[src/rtl/comp_seq_pkg.sv]
// Shared types and constants for the nibble-serial comparator sequencer.
package comp_seq_pkg;

  localparam int unsigned NIB_W = 4;

  localparam logic [1:0] ST_IDLE = 2'd0;
  localparam logic [1:0] ST_CMP  = 2'd1;
  localparam logic [1:0] ST_DONE = 2'd2;

  // Result codes as {K, L}, matching the COMP_4 output encoding.
  localparam logic [1:0] RES_GT = 2'b10;
  localparam logic [1:0] RES_LT = 2'b01;
  localparam logic [1:0] RES_EQ = 2'b11;

  typedef enum logic [1:0] {
    StIdle = ST_IDLE,
    StCmp  = ST_CMP,
    StDone = ST_DONE
  } state_e;

endpackage

[src/rtl/comp_seq_ctrl.sv]
// Time-shares one external 4-bit comparator to compare two wide operands, MS nibble first,
// stopping on the first unequal nibble.
module comp_seq_ctrl
  import comp_seq_pkg::*;
#(
  parameter int unsigned NIBBLES = 4,
  parameter int unsigned CNT_W   = $clog2(NIBBLES + 1)
) (
  input  logic                     clk,
  input  logic                     rst,
  input  logic                     start_i,
  input  logic [NIB_W*NIBBLES-1:0] A_i,
  input  logic [NIB_W*NIBBLES-1:0] B_i,
  output logic                     busy_o,
  output logic                     done_o,
  output logic                     K_o,
  output logic                     L_o,
  output logic [CNT_W-1:0]         cycles_o,
  output logic [NIB_W-1:0]         cmp_x_o,
  output logic [NIB_W-1:0]         cmp_y_o,
  input  logic                     cmp_k_i,
  input  logic                     cmp_l_i
);

  localparam int unsigned W     = NIB_W * NIBBLES;
  localparam int unsigned IDX_W = (NIBBLES > 1) ? $clog2(NIBBLES) : 1;

  state_e           state_q, state_d;
  logic [W-1:0]     a_q, a_d;
  logic [W-1:0]     b_q, b_d;
  logic [IDX_W-1:0] idx_q, idx_d;
  logic [CNT_W-1:0] cnt_q, cnt_d;
  logic             k_q, k_d;
  logic             l_q, l_d;
  logic [CNT_W-1:0] cycles_q, cycles_d;

  always_ff @(posedge clk or posedge rst) begin
    if (rst) begin
      state_q  <= StIdle;
      a_q      <= '0;
      b_q      <= '0;
      idx_q    <= '0;
      cnt_q    <= '0;
      k_q      <= 1'b0;
      l_q      <= 1'b0;
      cycles_q <= '0;
    end else begin
      state_q  <= state_d;
      a_q      <= a_d;
      b_q      <= b_d;
      idx_q    <= idx_d;
      cnt_q    <= cnt_d;
      k_q      <= k_d;
      l_q      <= l_d;
      cycles_q <= cycles_d;
    end
  end

  always_comb begin
    state_d  = state_q;
    a_d      = a_q;
    b_d      = b_q;
    idx_d    = idx_q;
    cnt_d    = cnt_q;
    k_d      = k_q;
    l_d      = l_q;
    cycles_d = cycles_q;

    unique case (state_q)
      StIdle: begin
        if (start_i) begin
          a_d     = A_i;
          b_d     = B_i;
          idx_d   = IDX_W'(NIBBLES - 1);
          cnt_d   = '0;
          state_d = StCmp;
        end
      end
      StCmp: begin
        cnt_d = cnt_q + CNT_W'(1);
        case ({cmp_k_i, cmp_l_i})
          RES_EQ: begin
            if (idx_q != '0) begin
              idx_d = idx_q - IDX_W'(1);
            end else begin
              {k_d, l_d} = RES_EQ;
              cycles_d   = cnt_d;
              state_d    = StDone;
            end
          end
          RES_GT, RES_LT: begin
            {k_d, l_d} = {cmp_k_i, cmp_l_i};
            cycles_d   = cnt_d;
            state_d    = StDone;
          end
          default: begin
            // Illegal comparator output is passed through rather than masked.
            {k_d, l_d} = 2'b00;
            cycles_d   = cnt_d;
            state_d    = StDone;
          end
        endcase
      end
      StDone: state_d = StIdle;
      default: state_d = StIdle;
    endcase
  end

  always_comb begin
    busy_o   = (state_q == StCmp);
    done_o   = (state_q == StDone);
    K_o      = k_q;
    L_o      = l_q;
    cycles_o = cycles_q;
    cmp_x_o  = '0;
    cmp_y_o  = '0;
    if (state_q == StCmp) begin
      cmp_x_o = a_q[int'(idx_q) * NIB_W +: NIB_W];
      cmp_y_o = b_q[int'(idx_q) * NIB_W +: NIB_W];
    end
  end

endmodule

[config.mk]
export PLATFORM = sky130hd
export DESIGN_NAME = comp_seq_ctrl
export DESIGN_NICKNAME = d
export VERILOG_FILES = /design/src/rtl/comp_seq_pkg.sv /design/src/rtl/comp_seq_ctrl.sv
export SDC_FILE = /design/constraint.sdc
export NUM_CORES = 1
export LEC_CHECK = 0
export ABC_AREA = 1
export BUFFER_PORTS_ARGS = -buffer_cell sky130_fd_sc_hd__buf_4
export CORE_MARGIN = 2
export CORE_UTILIZATION = 56
export DETAILED_ROUTE_END_ITERATION = 12
export PLACE_DENSITY = 0.87
export RECOVER_POWER = 25
export SYNTH_ARGS = -nofsm -noshare
export SYNTH_HDL_FRONTEND = slang
export SYNTH_SLANG_ARGS = --single-unit
[constraint.sdc]
create_clock -name clk -period 2.9 [get_ports clk]
set_input_delay 0.29 -clock clk [delete_from_list [all_inputs] [get_ports clk]]
set_output_delay 0.29 -clock clk [all_outputs]
set_load 0.05 [all_outputs]
==> out/metrics.csv <==
metric,value,unit
PwrDens,1099,nW/um^2
TritonCTS clock tree,yes,
Mapped Cells,257,
IO buf count,51,
Final Slew Violations,0,
# fillers,325,
WL/cell,12.44,um
Final Cycle Share,73.76,%
CP max stage cell,dfrtp_1,
met2 WL,2133,um
vias per cell,5.042,
layout cells sized above 1,32.35,%
routed metal-1 wire length,1965,um
post-synthesis cell type count,19,
Relative slew margins,14.52,%
Worst-Margin Slew,1.282,ns
"area leader, netlist",dfrtp_1,
Starting Density,59.49,%
post-synthesis sequential area ratio,49.44,%
Worst setup EP type,output port,
Post-route DRC,0,
syn_nets,296,
post-detailed-route count of antenna-violating nets,0,
Crit Path Max Fanout,19,
"count leader, synth",nand2_1,
Final Hold Viols,0,
DRC marker count from the first detailed-route iteration,88,
Die Wd,67.07,um
clk buf depth,2,
"wirelength, routed",4403,um
H-tree depth reported by CTS,2,
maximum capacitance violations,0,
worst-skew pair later-pin latency,0.30,ns
Synth Register Bits,44,
Post-CTS Hold Buffers,0,
Crit path required time,2.61,ns
Final Cell Area,2663,um^2
global-route wire length before repair,7521,um
final setup margin,0.7609,ns
Global Route Usage Sum,22.82,%
status,"finished, final reports clean",
Min-Delay Path Class,in -> async,
clock transition at the registers of the reported paths,0.07,ns
Syn. warnings,0,
Die Span Y,67.07,um
static leakage,1.400,nW
GPL Wtd Cong,0.7484,
"Arr. time, crit path",1.85,ns
clock sinks,44,
"Cell Area, Synth",2227,um^2
post-CTS setup buffers,0,
vias in the first global route,1743,
Pre-Repair DR Iteration Count,4,
worst path cell trace,inv_4 -> nand2_1 -> nand3_1 -> a21oi_1 -> buf_4,
crit-path max cell delay,0.73,ns
setup TNS,0,ns
Synth Flop Type,dfrtp_1,
remaining global-route overflow,0,
CORE AREA,3744,um^2
setup violators final,0,
FF+latch area,1101,um^2
Max Fclk,467.5,MHz
Post-synth EDFFs,0,
Setup WS pre-CTS,1.059,ns
Final min period,2.139,ns
"Net count, final",344,
top post-synthesis cells by area,"dfrtp_1 49%, nand2_1 15%, o21ai_2 13%",
Post-synth top cells,"87 x nand2_1, 44 x dfrtp_1, 34 x inv_1",
multi-input logic area,867.1,um^2
io pins,52,
clk_skew,0.003105,ns
RSZ-0062 raised after global routing,no,
Startpoint Class,flop,
num rows,22,
met3 wire length,266,um
placed wire-length estimate,3265,um
Layout area overhead,19.55,%
hold_ws,0.02732,ns
DIE AREA,4498,um^2
cell area after placement,2574,um^2
post-cts gate resize count,0,
initial antenna violation count,0,
Root Driver,clkbuf_8,
Synth top area share,49.44,%
Max rail drop VDD,0.8072,mV
largest net degree at the start of global routing,65,
max layer used,met4,
Ant. Diodes,0,
critical path class,reg -> out,
number of CTS-inserted buffers,5,
asr flop ratio synth,100.0,%
Syn Area/Cell,8.666,um^2
vias,1785,
path summary, 6_finish.rpt:
kind / from / endpoint / slack, ns / depth (start not counted)
worst max-delay path: idx_q[0] / cmp_y_o[0] / 0.76 / 5
worst min-delay path: rst / a_q[0] / 0.03 / 2
worst max register to register: idx_q[1] / L_o / 1.02 / 6
worst min register to register: cycles_o[1] / cycles_o[1] / 0.50 / 2
max in group asynchronous: rst / b_q[1] / 1.32 / 3
min in group clk: A_i[4] / a_q[4] / 0.20 / 3
cells in the final DEF (no fill, tap or decap), drive strengths merged:
cell / netlist / final
nand2: 87 / 87
buf: 11 / 50
dfrtp: 44 / 44
inv: 39 / 38
o21ai: 36 / 36
nand3: 23 / 23
a21oi: 9 / 9
clkbuf: 0 / 8
nor2: 4 / 4
clkinv: 1 / 4
ha: 2 / 2
xor2: 1 / 1
worst max-delay path, delay by kind of cell (launching register included):
family,cells,cell delay (ns)
AO/OA/AOI/OAI,1,0.21
buffers and inverters,2,0.43
flip-flops,1,0.73
AND/OR/NAND/NOR,2,0.18
sequential cells by signal, summed over array words and instances, names as in the netlist:
signal    count
state_q       2
a_q          16
cycles_o      3
L_o           1
idx_q         2
K_o           1
cnt_q         3
b_q          16
stage by stage:
step / cells / utilization (%) / power, mW
floorplan: 257 / - / 2.248
global placement: 346 / 68.75 / 2.492
detailed placement: 346 / 68.75 / 2.549
CTS: 354 / 71.22 / 2.940
global route: 354 / 71.12 / 3.152
finish: 354 / 71.12 / 2.926
cell families after synthesis:
family	Yosys count	synth area share [%]
AO/OA/AOI/OAI	45	16.01
XOR/XNOR	1	0.3933
adder cells (fa/ha/maj)	2	1.123
buffers and inverters	51	11.63
flip-flops	44	49.44
AND/OR/NAND/NOR	114	21.40
layout make-up:
class | count | share of cell area (%)
well taps | 48 | 2.256
clock inverters | 2 | 0.3759
flip-flops and latches | 44 | 41.35
repair buffers | 52 | 14.52
clock buffers | 6 | 3.102
inverters | 40 | 5.827
multi-input cells | 162 | 32.57
per-layer routing:
metal | global-route usage [%] | up-vias
met5 | 0 | -
met4 | 7.398 | 0
met3 | 6.419 | 5
met2 | 36.88 | 60
met1 | 29.52 | 827
li1 | - | 893
report_power, final:
part	total (mW)	internal, mW	switching (mW)
combinational	1.48	0.486	0.995
sequential	1.06	0.901	0.159
clock	0.385	0.190	0.195
Note: power is estimated with default switching activity, not from simulation.
